### config.mk
export PLATFORM = sky130hd
export DESIGN_NAME = rpn_eval_ctrl
export DESIGN_NICKNAME = d
export VERILOG_FILES = /design/src/rtl/rpn_eval_ctrl.sv
export SDC_FILE = /design/constraint.sdc
export NUM_CORES = 2
export LEC_CHECK = 0
export ABC_AREA = 1
export CORE_ASPECT_RATIO = 1.5
export CORE_UTILIZATION = 49
export CTS_CLUSTER_DIAMETER = 150
export DETAILED_ROUTE_END_ITERATION = 8
export GPL_ROUTABILITY_DRIVEN = 0
export HOLD_SLACK_MARGIN = 0.15
export PLACE_DENSITY = 0.73
export RECOVER_POWER = 100
export SYNTH_ARGS = -nofsm -noshare
export SYNTH_HDL_FRONTEND = slang
export SYNTH_SLANG_ARGS = --single-unit
### constraint.sdc
create_clock -name clk -period 7.5 [get_ports clk]
set_clock_uncertainty 0.2 [all_clocks]
set_input_delay 1.5 -clock clk [delete_from_list [all_inputs] [get_ports clk]]
set_output_delay 1.5 -clock clk [all_outputs]
set_load 0.05 [all_outputs]
### src/rtl/rpn_eval_ctrl.sv
// rpn_eval_ctrl: postfix (RPN) expression evaluator that drives an external
// operand stack. Tokens are ASCII digits, + - * (and / when the RPN_DIV_EN
// macro is defined), '=' as terminator and space as filler. Errors put the
// block in ERR until '=' arrives, then the stack is drained back to empty.
module rpn_eval_ctrl #(
  parameter int DEPTH = 16,
  parameter int DW    = 32
) (
  input  logic          clk,
  input  logic          reset,
  input  logic          tok_valid,
  input  logic [7:0]    tok_data,
  output logic          tok_ready,
  output logic          stk_push_stb,
  output logic [DW-1:0] stk_push_dat,
  output logic          stk_pop_stb,
  input  logic [DW-1:0] stk_pop_dat,
  output logic          res_valid,
  output logic [DW-1:0] res_data,
  output logic          err
);

  localparam int            CW      = $clog2(DEPTH + 1);
  localparam logic [CW-1:0] DEPTH_C = CW'(DEPTH);
  localparam logic [CW-1:0] ONE_C   = CW'(1);
  localparam logic [CW-1:0] TWO_C   = CW'(2);

  localparam logic [1:0] OP_ADD = 2'd0;
  localparam logic [1:0] OP_SUB = 2'd1;
  localparam logic [1:0] OP_MUL = 2'd2;
  localparam logic [1:0] OP_DIV = 2'd3;

  typedef enum logic [3:0] {
    IDLE, PUSH_D, POP_B, POP_A, EXEC, PUSH_R, POP_RES, ERR, DRAIN
  } state_t;

  state_t               state_q, state_d;
  logic [CW-1:0]        depth_q, depth_d;
  logic                 err_q, err_d;
  logic [DW-1:0]        push_dat_q, push_dat_d;
  logic [DW-1:0]        res_data_q, res_data_d;
  logic                 res_valid_q, res_valid_d;
  logic [1:0]           op_q, op_d;
  logic signed [DW-1:0] a_q, a_d;
  logic signed [DW-1:0] b_q, b_d;

  logic                 tok_digit, tok_op, tok_eq, tok_space;
  logic [1:0]           tok_opcode;
  logic [DW-1:0]        digit_val;
  logic                 div_by_zero;

  // Arithmetic core: wraps to DW bits; division truncates toward zero.
  function automatic logic signed [DW-1:0] alu_f(input logic [1:0] op,
                                                 input logic signed [DW-1:0] a,
                                                 input logic signed [DW-1:0] b);
    logic signed [DW-1:0] r;
    case (op)
      OP_ADD:  r = a + b;
      OP_SUB:  r = a - b;
      OP_MUL:  r = a * b;
`ifdef RPN_DIV_EN
      default: r = (b == '0) ? '0 : a / b;
`else
      default: r = '0;
`endif
    endcase
    return r;
  endfunction

  // Maps an operator character onto the internal opcode.
  function automatic logic [1:0] opcode_f(input logic [7:0] t);
    case (t)
      8'd43:   return OP_ADD;
      8'd45:   return OP_SUB;
      8'd42:   return OP_MUL;
      default: return OP_DIV;
    endcase
  endfunction

  // Token classification; '/' is an operator only when the divider is built.
  always_comb begin
    tok_digit  = (tok_data >= 8'd48) && (tok_data <= 8'd57);
`ifdef RPN_DIV_EN
    tok_op     = (tok_data == 8'd43) || (tok_data == 8'd45) ||
                 (tok_data == 8'd42) || (tok_data == 8'd47);
`else
    tok_op     = (tok_data == 8'd43) || (tok_data == 8'd45) ||
                 (tok_data == 8'd42);
`endif
    tok_eq     = (tok_data == 8'd61);
    tok_space  = (tok_data == 8'd32);
    tok_opcode = opcode_f(tok_data);
    // '0'..'9' are 0x30..0x39, so the low nibble is the digit value
    digit_val  = {{(DW-4){1'b0}}, tok_data[3:0]};
`ifdef RPN_DIV_EN
    div_by_zero = (op_q == OP_DIV) && (b_q == '0);
`else
    div_by_zero = 1'b0;
`endif
  end

  // Next-state, stack strobes and datapath updates.
  always_comb begin
    state_d      = state_q;
    depth_d      = depth_q;
    err_d        = err_q;
    push_dat_d   = push_dat_q;
    res_data_d   = res_data_q;
    res_valid_d  = 1'b0;
    op_d         = op_q;
    a_d          = a_q;
    b_d          = b_q;
    tok_ready    = 1'b0;
    stk_push_stb = 1'b0;
    stk_pop_stb  = 1'b0;
    case (state_q)
      IDLE: begin
        tok_ready = 1'b1;
        if (tok_valid) begin
          if (tok_digit) begin
            if (depth_q == DEPTH_C) begin
              err_d   = 1'b1;
              state_d = ERR;
            end else begin
              push_dat_d = digit_val;
              state_d    = PUSH_D;
            end
          end else if (tok_op) begin
            if (depth_q < TWO_C) begin
              err_d   = 1'b1;
              state_d = ERR;
            end else begin
              op_d    = tok_opcode;
              state_d = POP_B;
            end
          end else if (tok_eq) begin
            if (depth_q != ONE_C) begin
              err_d   = 1'b1;
              state_d = ERR;
            end else begin
              state_d = POP_RES;
            end
          end else if (!tok_space) begin
            err_d   = 1'b1;
            state_d = ERR;
          end
        end
      end
      PUSH_D: begin
        stk_push_stb = 1'b1;
        depth_d      = depth_q + ONE_C;
        state_d      = IDLE;
      end
      POP_B: begin
        stk_pop_stb = 1'b1;
        b_d         = stk_pop_dat;
        depth_d     = depth_q - ONE_C;
        state_d     = POP_A;
      end
      POP_A: begin
        stk_pop_stb = 1'b1;
        a_d         = stk_pop_dat;
        depth_d     = depth_q - ONE_C;
        state_d     = EXEC;
      end
      EXEC: begin
        if (div_by_zero) begin
          err_d   = 1'b1;
          state_d = ERR;
        end else begin
          push_dat_d = alu_f(op_q, a_q, b_q);
          state_d    = PUSH_R;
        end
      end
      PUSH_R: begin
        stk_push_stb = 1'b1;
        depth_d      = depth_q + ONE_C;
        state_d      = IDLE;
      end
      POP_RES: begin
        stk_pop_stb = 1'b1;
        res_data_d  = stk_pop_dat;
        res_valid_d = 1'b1;
        depth_d     = '0;
        state_d     = IDLE;
      end
      ERR: begin
        tok_ready = 1'b1;
        if (tok_valid && tok_eq) state_d = DRAIN;
      end
      DRAIN: begin
        if (depth_q != '0) begin
          stk_pop_stb = 1'b1;
          depth_d     = depth_q - ONE_C;
        end else begin
          err_d   = 1'b0;
          state_d = IDLE;
        end
      end
      default: state_d = IDLE;
    endcase
  end

  // Control and visible output registers, cleared asynchronously.
  always_ff @(posedge clk or posedge reset) begin
    if (reset) begin
      state_q     <= IDLE;
      depth_q     <= '0;
      err_q       <= 1'b0;
      push_dat_q  <= '0;
      res_data_q  <= '0;
      res_valid_q <= 1'b0;
    end else begin
      state_q     <= state_d;
      depth_q     <= depth_d;
      err_q       <= err_d;
      push_dat_q  <= push_dat_d;
      res_data_q  <= res_data_d;
      res_valid_q <= res_valid_d;
    end
  end

  // Operand and opcode holding registers; only read after being loaded.
  always_ff @(posedge clk) begin
    op_q <= op_d;
    a_q  <= a_d;
    b_q  <= b_d;
  end

  assign stk_push_dat = push_dat_q;
  assign res_data     = res_data_q;
  assign res_valid    = res_valid_q;
  assign err          = err_q;

endmodule

==> results.toml <==
[status]
status = "complete, but fails checks"
violations = "max-capacitance violations, max-slew violations"

[final_layout]
nFillCells = 4621
areaGrowthSynthToFinish_pct = 12.3
area.sequential_sq_um = 3860
drive_gt1_share_pct = 5.23
fin_nets = 4126
multi_input_area_sq_um = 17600
antenna_cells = 0

[worst_setup_path]
crit_end = "stk_push_dat[27]"
rrSetupSlack_ns = 0.23
worstRegToRegCells = 23
critPathSlowestCell = "edfxtp_1"
critPathMaxFanout = 8
slowest_delay_ns = 0.57
cp_top_family = "adder cells"
critPathLaunchType = "register"
critPathLaunch = "b_q[2]"
path_buf_inv = 5
worstPathRequired_ns = 7.65
r2r-end = "stk_push_dat[27]"
cp.arrival_ns = 7.41
cp_num_cells = 23
critPathKind = "register to register"
regToRegStartpoint = "b_q[2]"
path_cells = "clkbuf_1 > nand2_1 > inv_1 > fa_1 > fa_1 > inv_1 > fa_1 > fa_1 > inv_1 > fa_1 > fa_1 > fa_1 > fa_1 > ha_1 > a21oi_1 > o21ai_0 > a21oi_1 > nand3_1 > o21ai_0 > buf_4 > o21ai_1 > nand2_1 > nand2_1"
cp-end-kind = "register"
crit_path_frequent_cell = "fa_1"

[global_routing]
grt_overflow = 0
antenna_found_initial = 1
groute.layer.met3.usage_pct = 4.25
gr-usage-met2_pct = 53.2
gr-usage-all-layers_pct = 29.5
busiest_layer = "met2"
grt_max_degree = 58
grt_pass1_vias = 22700
met1_usage_pct = 31.9
grt_pass1_wl_um = 120000

[timing]
worst_slack_ns = 0.234
post-route-period-util_pct = 96.9
fmax_ghz = 0.138
drv_slew = 162
slew_headroom_pct = -128
min_period_ns = 7.27
worst_slew_pin_slew_ns = 3.41
fin_hold_ws_ns = 0.269
hold_viol_final = 0
setup_viol = 0

[die]
die_area_sq_um = 52900
die_h_um = 281
die_w_um = 188
ios = 112
fp-row-count = 101
start_util_pct = 50.0
core_sq_um = 50900

[logic_synthesis]
synth_edf_count = 66
yosysMostFrequentCell = "nand2_1"
synthSimpleGateAreaFrac_pct = 19.4
synth_top_family_by_area = "adder cells"
synth_xor_area_share_pct = 2.31
synth_top_area_share_pct = 32.2
synthAdderAreaFrac_pct = 41.4
ys_seq_area_share_pct = 15.2
synthesis.area_sq_um = 25500
syn_area_per_cell_sq_um = 7.56
synth.distinct_cells = 51
synth.top_cells.by_count = "nand2_1 (976), inv_1 (910), fa_1 (409)"
synth_nets = 4008
synth_compound_area_share_pct = 6.01
synth_flop_cell = "dfrtp_1"
muxShareOfSynthArea_pct = 0
ys_seq_elements = 141
postSynthCellCount = 3369
yosysWarnings = 0
yosysTopAreaCell = "fa_1"
async_flop_share_pct = 53.2
synth_area_leaders = "fa_1 (32%), nand2_1 (14%), inv_1 (13%)"

[clock_tree]
cts.sinks = 141
insertion_delay_ns = 0.45
clock_path_buffers = 2
ctsHtreeMaxLevel = 4
path_clk_slew_ns = 0.07
tritoncts = "done"
cts_made_buffers = 17
clock-root-buffer = "clkbuf_16"

[route]
viasPerCell = 5.24
dr.pass1.iters = 6
drc = 0
wl_um = 74900
ant_nets = 0
via_count = 21800
drtIter0Drc = 1577
wl_per_cell_um = 18.0

[placed_design]
io_buffers = 111
dpl_worst_slack_ns = 0.213
dp_hpwl_um = 61000

[hold_path]
hp-class = "register to register"

[job]
drv_cap = 4
## area by class of cell
type                            count  area share [%]
Clock inverter                     15           0.622
Tap cell                          669            2.93
Timing Repair Buffer              234            7.67
Inverter                          932            12.2
Multi-Input combinational cell   2161            61.5
Clock buffer                       17            1.49
Sequential cell                   141            13.5
## metal layers
layer / vias to the layer above / share of wire (%) / routed length, um
li1: 10100 / - / -
met1: 10500 / 35 / 26000
met2: 937 / 51 / 38400
met3: 285 / 6.8 / 5070
met4: 2 / 7.3 / 5440
met5: - / 0.017 / 13
## state kept, by name (all words and copies together), names as in the netlist
register	count
b_q	32
res_valid	1
op_q	2
state_q	4
depth_q	5
a_q	32
stk_push_dat	32
res_data	32
err	1
## kinds of logic after synthesis
family,count (synthesis)
and+or+nand+nor,1237
buffers and inverters,1067
adders and majority gates,596
AOI/OAI and AO/OA,261
DFF,141
xor gates and xnor gates,67
## worst min-delay path, cell delays in order (launching register included)
cell,delay (ns)
dfrtp_1,0.34
nand2_1,0.05
nand2_1,0.05
## worst min-delay path by stage
stage / to / cells past startpoint / slack (ns) / start
global route: res_data[21] / 2 / 0.29 / res_data[21]
CTS: res_data[8] / 2 / 0.27 / res_data[8]
detailed placement: res_data[16] / 2 / 0.26 / res_data[16]
finish: res_data[29] / 2 / 0.27 / res_data[29]
global placement: res_data[25] / 2 / 0.25 / res_data[25]
floorplan: state_q[0] / 2 / 0.35 / state_q[1]
## what timing repair did
item	4_1_cts	5_1_grt
resized for setup	0	4
hold buffers	0	0
endpoints found under the setup margin	0	7
buffers inserted	0	24
## cell usage in the layout, fill, tap and decap left out, drive strengths merged, types with 7 or more instances in the layout
master,synthesis,final
o22ai,7,7
nor4,9,9
dlygate4sd3,0,103
a21o,8,8
nand2,978,978
a22o,13,13
ha,187,187
o21ai,102,102
nand3b,9,9
inv,932,936
a31oi,7,7
clkbuf,106,27
xor2,43,43
buf,29,113
clkinv,0,8
fa,409,409
a21oi,90,90
dfrtp,75,75
nor3,23,23
nor2,110,110
or2,10,10
nand3,88,88
xnor2,24,24
clkdlybuf4s50,0,8
edfxtp,66,66
## metrics by stage
step / util (%) / cells / TNS [ns] / instance area [sq um]
floorplan: - / 3369 / 0 / 25500
global placement: 54.4 / 4113 / 0 / 27700
detailed placement: 54.4 / 4113 / 0 / 27700
CTS: 55.6 / 4145 / 0 / 28300
global route: 56.1 / 4169 / -0.0232 / 28600
finish: 56.1 / 4169 / 0 / 28600
Power is not shown: default switching activity piles up to over one toggle a cycle in this logic, so the estimate is an artifact.
